File: config.mk
export PLATFORM = sky130hd
export DESIGN_NAME = pe_dot_sequencer_flat
export DESIGN_NICKNAME = d
export VERILOG_FILES = /design/src/rtl/pe_dot_sequencer_if.sv /design/src/rtl/pe_dot_sequencer.sv /design/src/flat_wrapper.sv
export SDC_FILE = /design/constraint.sdc
export NUM_CORES = 1
export LEC_CHECK = 0
export ABC_AREA = 0
export CAP_MARGIN = 20
export CORE_UTILIZATION = 41
export DETAILED_ROUTE_END_ITERATION = 6
export PLACE_DENSITY = 0.95
export SYNTH_ARGS = -nofsm -noshare
export SYNTH_HDL_FRONTEND = slang
export SYNTH_SLANG_ARGS = --single-unit
export TNS_END_PERCENT = 50
File: constraint.sdc
create_clock -name clk -period 2.3 [get_ports clk]
set_input_delay 0.23 -clock clk [delete_from_list [all_inputs] [get_ports clk]]
set_output_delay 0.23 -clock clk [all_outputs]
set_load 0.01 [all_outputs]
File: src/rtl/pe_dot_sequencer_if.sv
// Signal bundle between the dot-product sequencer, its upstream term source,
// the combinational PE it drives, and the downstream result consumer.
interface pe_dot_sequencer_if #(
    parameter int DATA_W = 16,
    parameter int ACC_W  = 31
);
    logic              start;
    logic [ACC_W-1:0]  bias;
    logic              in_valid;
    logic              in_ready;
    logic [DATA_W-1:0] in_act;
    logic [DATA_W-1:0] in_wgt;
    logic [DATA_W-1:0] pe_input1;
    logic [DATA_W-1:0] pe_input2;
    logic [ACC_W-1:0]  pe_initsum;
    logic [ACC_W-1:0]  pe_result;
    logic              out_valid;
    logic              out_ready;
    logic [ACC_W-1:0]  out_sum;
    logic              busy;

    // The sequencer is the slave; the environment around it is the master.
    modport slave (
        input  start, bias, in_valid, in_act, in_wgt, pe_result, out_ready,
        output in_ready, pe_input1, pe_input2, pe_initsum, out_valid, out_sum, busy
    );

    modport master (
        output start, bias, in_valid, in_act, in_wgt, pe_result, out_ready,
        input  in_ready, pe_input1, pe_input2, pe_initsum, out_valid, out_sum, busy
    );
endinterface

File: src/rtl/pe_dot_sequencer.sv
// Sequences one combinational PE through an LEN-term dot product, feeding the
// PE result back as the next initsum and presenting the final sum on valid/ready.
module pe_dot_sequencer #(
    parameter int LEN    = 9,
    parameter int LEN_W  = 4,
    parameter int DATA_W = 16,
    parameter int ACC_W  = 31
) (
    input logic               clk,
    input logic               rst,
    pe_dot_sequencer_if.slave bus
);

    typedef enum logic [1:0] {
        IDLE = 2'd0,
        RUN  = 2'd1,
        DONE = 2'd2
    } state_t;

    localparam logic [LEN_W-1:0] LAST = LEN_W'(LEN - 1);

    state_t           state_q, state_d;
    logic [ACC_W-1:0] acc_q, acc_d;
    logic [LEN_W-1:0] cnt_q, cnt_d;
    logic [ACC_W-1:0] out_sum_q, out_sum_d;

    logic run;
    logic accept;

    assign run    = (state_q == RUN);
    assign accept = run & bus.in_valid;

    always_ff @(posedge clk) begin
        if (rst) begin
            state_q   <= IDLE;
            acc_q     <= '0;
            cnt_q     <= '0;
            out_sum_q <= '0;
        end else begin
            state_q   <= state_d;
            acc_q     <= acc_d;
            cnt_q     <= cnt_d;
            out_sum_q <= out_sum_d;
        end
    end

    always_comb begin
        state_d   = state_q;
        acc_d     = acc_q;
        cnt_d     = cnt_q;
        out_sum_d = out_sum_q;
        case (state_q)
            IDLE: begin
                if (bus.start) begin
                    acc_d   = bus.bias;
                    cnt_d   = '0;
                    state_d = RUN;
                end
            end
            RUN: begin
                if (accept) begin
                    acc_d = bus.pe_result;
                    if (cnt_q == LAST) begin
                        out_sum_d = bus.pe_result;
                        cnt_d     = '0;
                        state_d   = DONE;
                    end else begin
                        cnt_d = cnt_q + LEN_W'(1);
                    end
                end
            end
            DONE: begin
                // A start arriving with the output handshake restarts without an idle gap.
                if (bus.out_ready) begin
                    if (bus.start) begin
                        acc_d   = bus.bias;
                        cnt_d   = '0;
                        state_d = RUN;
                    end else begin
                        state_d = IDLE;
                    end
                end
            end
            default: state_d = IDLE;
        endcase
    end

    assign bus.in_ready   = run;
    assign bus.pe_input1  = run ? bus.in_act : {DATA_W{1'b0}};
    assign bus.pe_input2  = run ? bus.in_wgt : {DATA_W{1'b0}};
    assign bus.pe_initsum = acc_q;
    assign bus.out_valid  = (state_q == DONE);
    assign bus.out_sum    = out_sum_q;
    assign bus.busy       = (state_q != IDLE);

endmodule

File: src/flat_wrapper.sv
// flat-port wrapper written by rule: the top's interface ports become plain ports
module pe_dot_sequencer_flat 
#(
    parameter int LEN    = 9,
    parameter int LEN_W  = 4,
    parameter int DATA_W = 16,
    parameter int ACC_W  = 31
)
  (clk, rst, bus_start, bus_bias, bus_in_valid, bus_in_act, bus_in_wgt, bus_pe_result, bus_out_ready, bus_in_ready, bus_pe_input1, bus_pe_input2, bus_pe_initsum, bus_out_valid, bus_out_sum, bus_busy);
  pe_dot_sequencer_if #(.DATA_W(DATA_W), .ACC_W(ACC_W)) bus_i ();
  input logic clk;
  input logic rst;
  input wire logic [$bits(bus_i.start)-1:0] bus_start;
  input wire logic [$bits(bus_i.bias)-1:0] bus_bias;
  input wire logic [$bits(bus_i.in_valid)-1:0] bus_in_valid;
  input wire logic [$bits(bus_i.in_act)-1:0] bus_in_act;
  input wire logic [$bits(bus_i.in_wgt)-1:0] bus_in_wgt;
  input wire logic [$bits(bus_i.pe_result)-1:0] bus_pe_result;
  input wire logic [$bits(bus_i.out_ready)-1:0] bus_out_ready;
  output wire logic [$bits(bus_i.in_ready)-1:0] bus_in_ready;
  output wire logic [$bits(bus_i.pe_input1)-1:0] bus_pe_input1;
  output wire logic [$bits(bus_i.pe_input2)-1:0] bus_pe_input2;
  output wire logic [$bits(bus_i.pe_initsum)-1:0] bus_pe_initsum;
  output wire logic [$bits(bus_i.out_valid)-1:0] bus_out_valid;
  output wire logic [$bits(bus_i.out_sum)-1:0] bus_out_sum;
  output wire logic [$bits(bus_i.busy)-1:0] bus_busy;
  assign bus_i.start = bus_start;
  assign bus_i.bias = bus_bias;
  assign bus_i.in_valid = bus_in_valid;
  assign bus_i.in_act = bus_in_act;
  assign bus_i.in_wgt = bus_in_wgt;
  assign bus_i.pe_result = bus_pe_result;
  assign bus_i.out_ready = bus_out_ready;
  assign bus_in_ready = bus_i.in_ready;
  assign bus_pe_input1 = bus_i.pe_input1;
  assign bus_pe_input2 = bus_i.pe_input2;
  assign bus_pe_initsum = bus_i.pe_initsum;
  assign bus_out_valid = bus_i.out_valid;
  assign bus_out_sum = bus_i.out_sum;
  assign bus_busy = bus_i.busy;
  pe_dot_sequencer #(.LEN(LEN), .LEN_W(LEN_W), .DATA_W(DATA_W), .ACC_W(ACC_W)) u_core (.clk(clk), .rst(rst), .bus(bus_i));
endmodule
After elaboration in Yosys (flattened, before gate mapping):

Index checks and enable logic that the tools add are counted.

* output and inout bits: 97
* bits in registers: 68
* input port bits: 99
* word-level logic and storage cells: 36

* $add $sub $neg: 1
* mux-type cells: 17
* bitwise logic cells: 1
* reductions and logical operators: 6
* equal/unequal tests: 7

Operators by type and width (count)
* $mux 31: 3
* $pmux 31 s3: 1
* $mux 16: 2
* $mux 4: 4
* $pmux 4 s3: 1
* $mux 2: 4
* $ne 2x2->1 const B: 4
* $pmux 2 s3: 1
* $reduce_and 3->1: 2
* $add 4x1->4 const B: 1
* $eq 4x4->1 const B: 1
* $reduce_and 4->1: 1
* $reduce_bool 3->1: 1
* $eq 2x1->1 const B: 1
* $eq 2x2->1 const B: 1
* $logic_not 2->1: 1
* $reduce_bool 2->1: 1
* $and 1x1->1: 1
* $mux 1: 1

Logic depth before layout (Yosys ltp):

* depth in word-level cells: 4
* gate-level depth with buffers: 7
* gate-level depth less buffers: 5

Worst setup path before layout:

No wires, ideal clock.

* path type: reg2out
* start point: register u_core.state_q[0]
* end point: output bus_pe_input1[10]
* required time: 2.070 ns
* stages on the path, launching flop included: 7
* path buffers: 4
* data arrival time: 1.263 ns
* slack: 0.807 ns
* cells stage by stage: dfxtp_1 buf_6 nor2b_1 buf_2 buf_2 clkbuf_1 and2_1

* longest elaborated chain between the ends: 2

RTL lines
* start, declared: line pe_dot_sequencer.sv:22 `state_t state_q, state_d;`
* start signal, assigned: line pe_dot_sequencer.sv:40 `state_q <= state_d;`
* $eq 2x1->1: line pe_dot_sequencer.sv:30 `assign run = (state_q == RUN);`
* $mux 16: line pe_dot_sequencer.sv:89 `assign bus.pe_input1 = run ? bus.in_act : {DATA_W{1'b0}};`
* end, declared: line flat_wrapper.sv:21 `output wire logic [$bits(bus_i.pe_input1)-1:0] bus_pe_input1;`

Every way passes these cells.

Worst setup path after layout:

* start point: register u_core.state_q[0]
* end point: output bus_pe_input1[1]

The elaborated chain is that of the path after synthesis.

==> flow_metrics.tcl <==
set metrics [dict create \
    cp-start-kind "register" \
    ir_worst_vdd_v 0.000344 \
    cp.arrival_ns 1.94 \
    postCtsSetupBuffers 0 \
    drt-wirelength-per-cell_microns 17.4 \
    track_usage 0.256 \
    dpl_cell_area_sq_um 5410 \
    worstPathRequired_ns 2.07 \
    end_kind "output port" \
    synth_area_per_cell_sq_um 9.31 \
    area_growth_pct 64.3 \
    period_needed_ns 2.17 \
    first_pass_iters 6 \
    status "complete, no violations" \
    fin_tns_setup_ns 0 \
    regToRegStartpoint "u_core.state_q[0]" \
    crit_path_max_fanout 14 \
    io_buffers 195 \
    gp_congestion 0.760 \
    ant_nets 0 \
    synth_seq_cells 68 \
    ios 196 \
    numCtsBuffers 9 \
    die_area_sq_um 8730 \
    grt_max_degree 35 \
    hold_end "u_core.bus.out_sum[0]" \
    cap_viol_max_count 0 \
    layout_setup_ws_ns 0.132 \
    maxSlewHeadroom 0.346 \
    hpwl_mm 8.12 \
    power_density_nw_per_um2 587 \
    vias 3650 \
    clk-insertion-delay-late_ns 0.34 \
    hold_class "input port to register" \
    final_common_cell "clkdlybuf4s50_1" \
    grt_pass1_wl_mm 17.6 \
    ys_types 29 \
    cts.path.max_buffers 2 \
    overflow 0 \
    fin_skew_ns 0.0158 \
    clock-sinks 68 \
    ys_warn_count 0 \
    wl_mm 11.4 \
    cts_tree "yes" \
    rsz0062_at_grt "false" \
    fp-row-count 32 \
    syn_inst 368 \
    hold_viol_final 0 \
    synth_area_sq_um 3430 \
    worstHoldStart "rst" \
    fmax_mhz 461 \
    final_cell_mix "clkdlybuf4s50_1, dfxtp_1, a211oi_1, nand3_1" \
    r2r_end "u_core.bus.pe_initsum[18]" \
    die_width_microns 93.4 \
    fp.dieH_microns 93.4 \
    syn-num-nets 469 \
    setup_violations 0 \
    viasPerCell 5.59 \
    nNetsFinal 647 \
    worstMarginPinSlew_ns 0.981 \
    antenna_found_initial 0 \
    ys_seq_area_frac 0.397 \
    fp.coreArea_sq_um 7890 \
    power_leakage_nw 1.94 \
    drt_iter0_drc 139 \
    fin_area_sq_um 5630 \
    grt_pass1_vias 3615 \
    h-tree-depth 3 \
    fillers 574 \
    holdPathStages 2 \
    root_buffer "clkbuf_8" \
    post-place-ws_ns 0.147 \
    layout-drive-gt1-share 0.125 \
    path_clk_slew_ns 0.08 \
    drc 0 \
    initial_core_util 0.434 \
    crit_type "register to output port" \
    finalCritPeriodShare 0.943 \
    reg2reg_slack_ns 0.48 \
    ff2ff_path_depth 5 \
    diodes 0 \
    slew_violations 0 \
]
-- critical path, stage by stage, from the launching register on --
cell             delay, ns
dfxtp_2               0.44
nor2b_4               0.28
buf_4                 0.21
and2_1                0.14
clkdlybuf4s50_1       0.54
-- cell families after synthesis --
group / after synthesis / synth area share
buffers and inverters: 49 / 0.0679
AO/OA/AOI/OAI: 132 / 0.288
flip-flops: 68 / 0.397
multiplexers: 32 / 0.0949
AND/OR/NAND/NOR: 85 / 0.145
adder cells (fa/ha/maj): 2 / 0.00730
-- area by class of cell --
type	instances	area, sq um	share of cell area
clock buffer	9	124	0.0220
clock inverter	7	82.6	0.0147
inverter	4	15.0	0.00267
multi-input combinational	252	1850	0.329
sequential	68	1360	0.242
tap	102	128	0.0227
timing repair buffer	211	2070	0.367
-- power breakdown --
| part | leakage [nW] | switching [W] | internal, W |
|---|---|---|---|
| registers | 0.557 | 0.0000532 | 0.00125 |
| clock network | 0.0988 | 0.000508 | 0.000520 |
| logic | 1.28 | 0.000435 | 0.000536 |
-- routing by layer --
metal  GRT usage  share of wire  up-vias
li1            -              -     1714
met2       0.472           0.52      187
met5           0              0        -
met1       0.283           0.38     1735
met4      0.0910          0.014        0
met3      0.0626          0.087       14
-- state kept, by name, summed over array words and instances, names as in the netlist --
register and cells:
u_core.cnt_q 4, u_core.state_q 2, u_core.bus.out_sum 31, u_core.bus.pe_initsum 31
-- metrics by stage --
stage	power (W)	std cells	utilization	hold WS [ns]
2_1_floorplan	0.00181	368	-	0.378
3_3_place_gp	0.00227	636	0.686	0.461
3_5_place_dp	0.00229	636	0.686	0.467
4_1_cts	0.00332	653	0.714	0.381
5_1_grt	0.00344	653	0.714	0.404
6_report	0.00331	653	0.714	0.400
-- timing repair --
item,in CTS,in global routing
hold buffers,0,0
gates resized for setup,1,0
setup endpoints to repair,13,0
-- synth_stat cells --
cell	count	area share
a211oi_1	35	0.077
a211oi_2	28	0.10
a21o_1	1	0.0022
a21oi_1	32	0.047
a311oi_1	1	0.0026
and2_1	32	0.058
and3b_1	3	0.0077
buf_2	9	0.013
buf_6	5	0.016
clkbuf_1	31	0.034
dfxtp_1	68	0.40
ha_1	2	0.0073
inv_1	4	0.0044
mux2_4	1	0.0044
mux2i_1	31	0.091
nand2_1	1	0.0011
nand2b_1	4	0.0073
nand3_1	33	0.048
nand3b_1	3	0.0066
nand4_1	1	0.0018
nor2_1	3	0.0033
nor2b_1	1	0.0018
nor3b_1	1	0.0022
o21ai_0	31	0.045
o221ai_1	1	0.0026
o31ai_2	2	0.0073
o41ai_1	1	0.0026
or2_2	1	0.0018
or4_1	2	0.0044
-- worst max-delay path by stage --
stage                 startpoint                 to  slack [ns]  cells after the start
2_1_floorplan  u_core.state_q[0]  bus_pe_input1[10]        0.81                      6
3_3_place_gp        bus_in_valid    u_core.cnt_q[3]        0.25                      4
3_5_place_dp        bus_in_valid    u_core.cnt_q[3]        0.15                      4
4_1_cts        u_core.state_q[0]   bus_pe_input1[1]        0.09                      4
5_1_grt        u_core.state_q[0]   bus_pe_input1[1]       0.006                      4
6_report       u_core.state_q[0]   bus_pe_input1[1]        0.13                      4
Power figures use the tool's default switching activity.
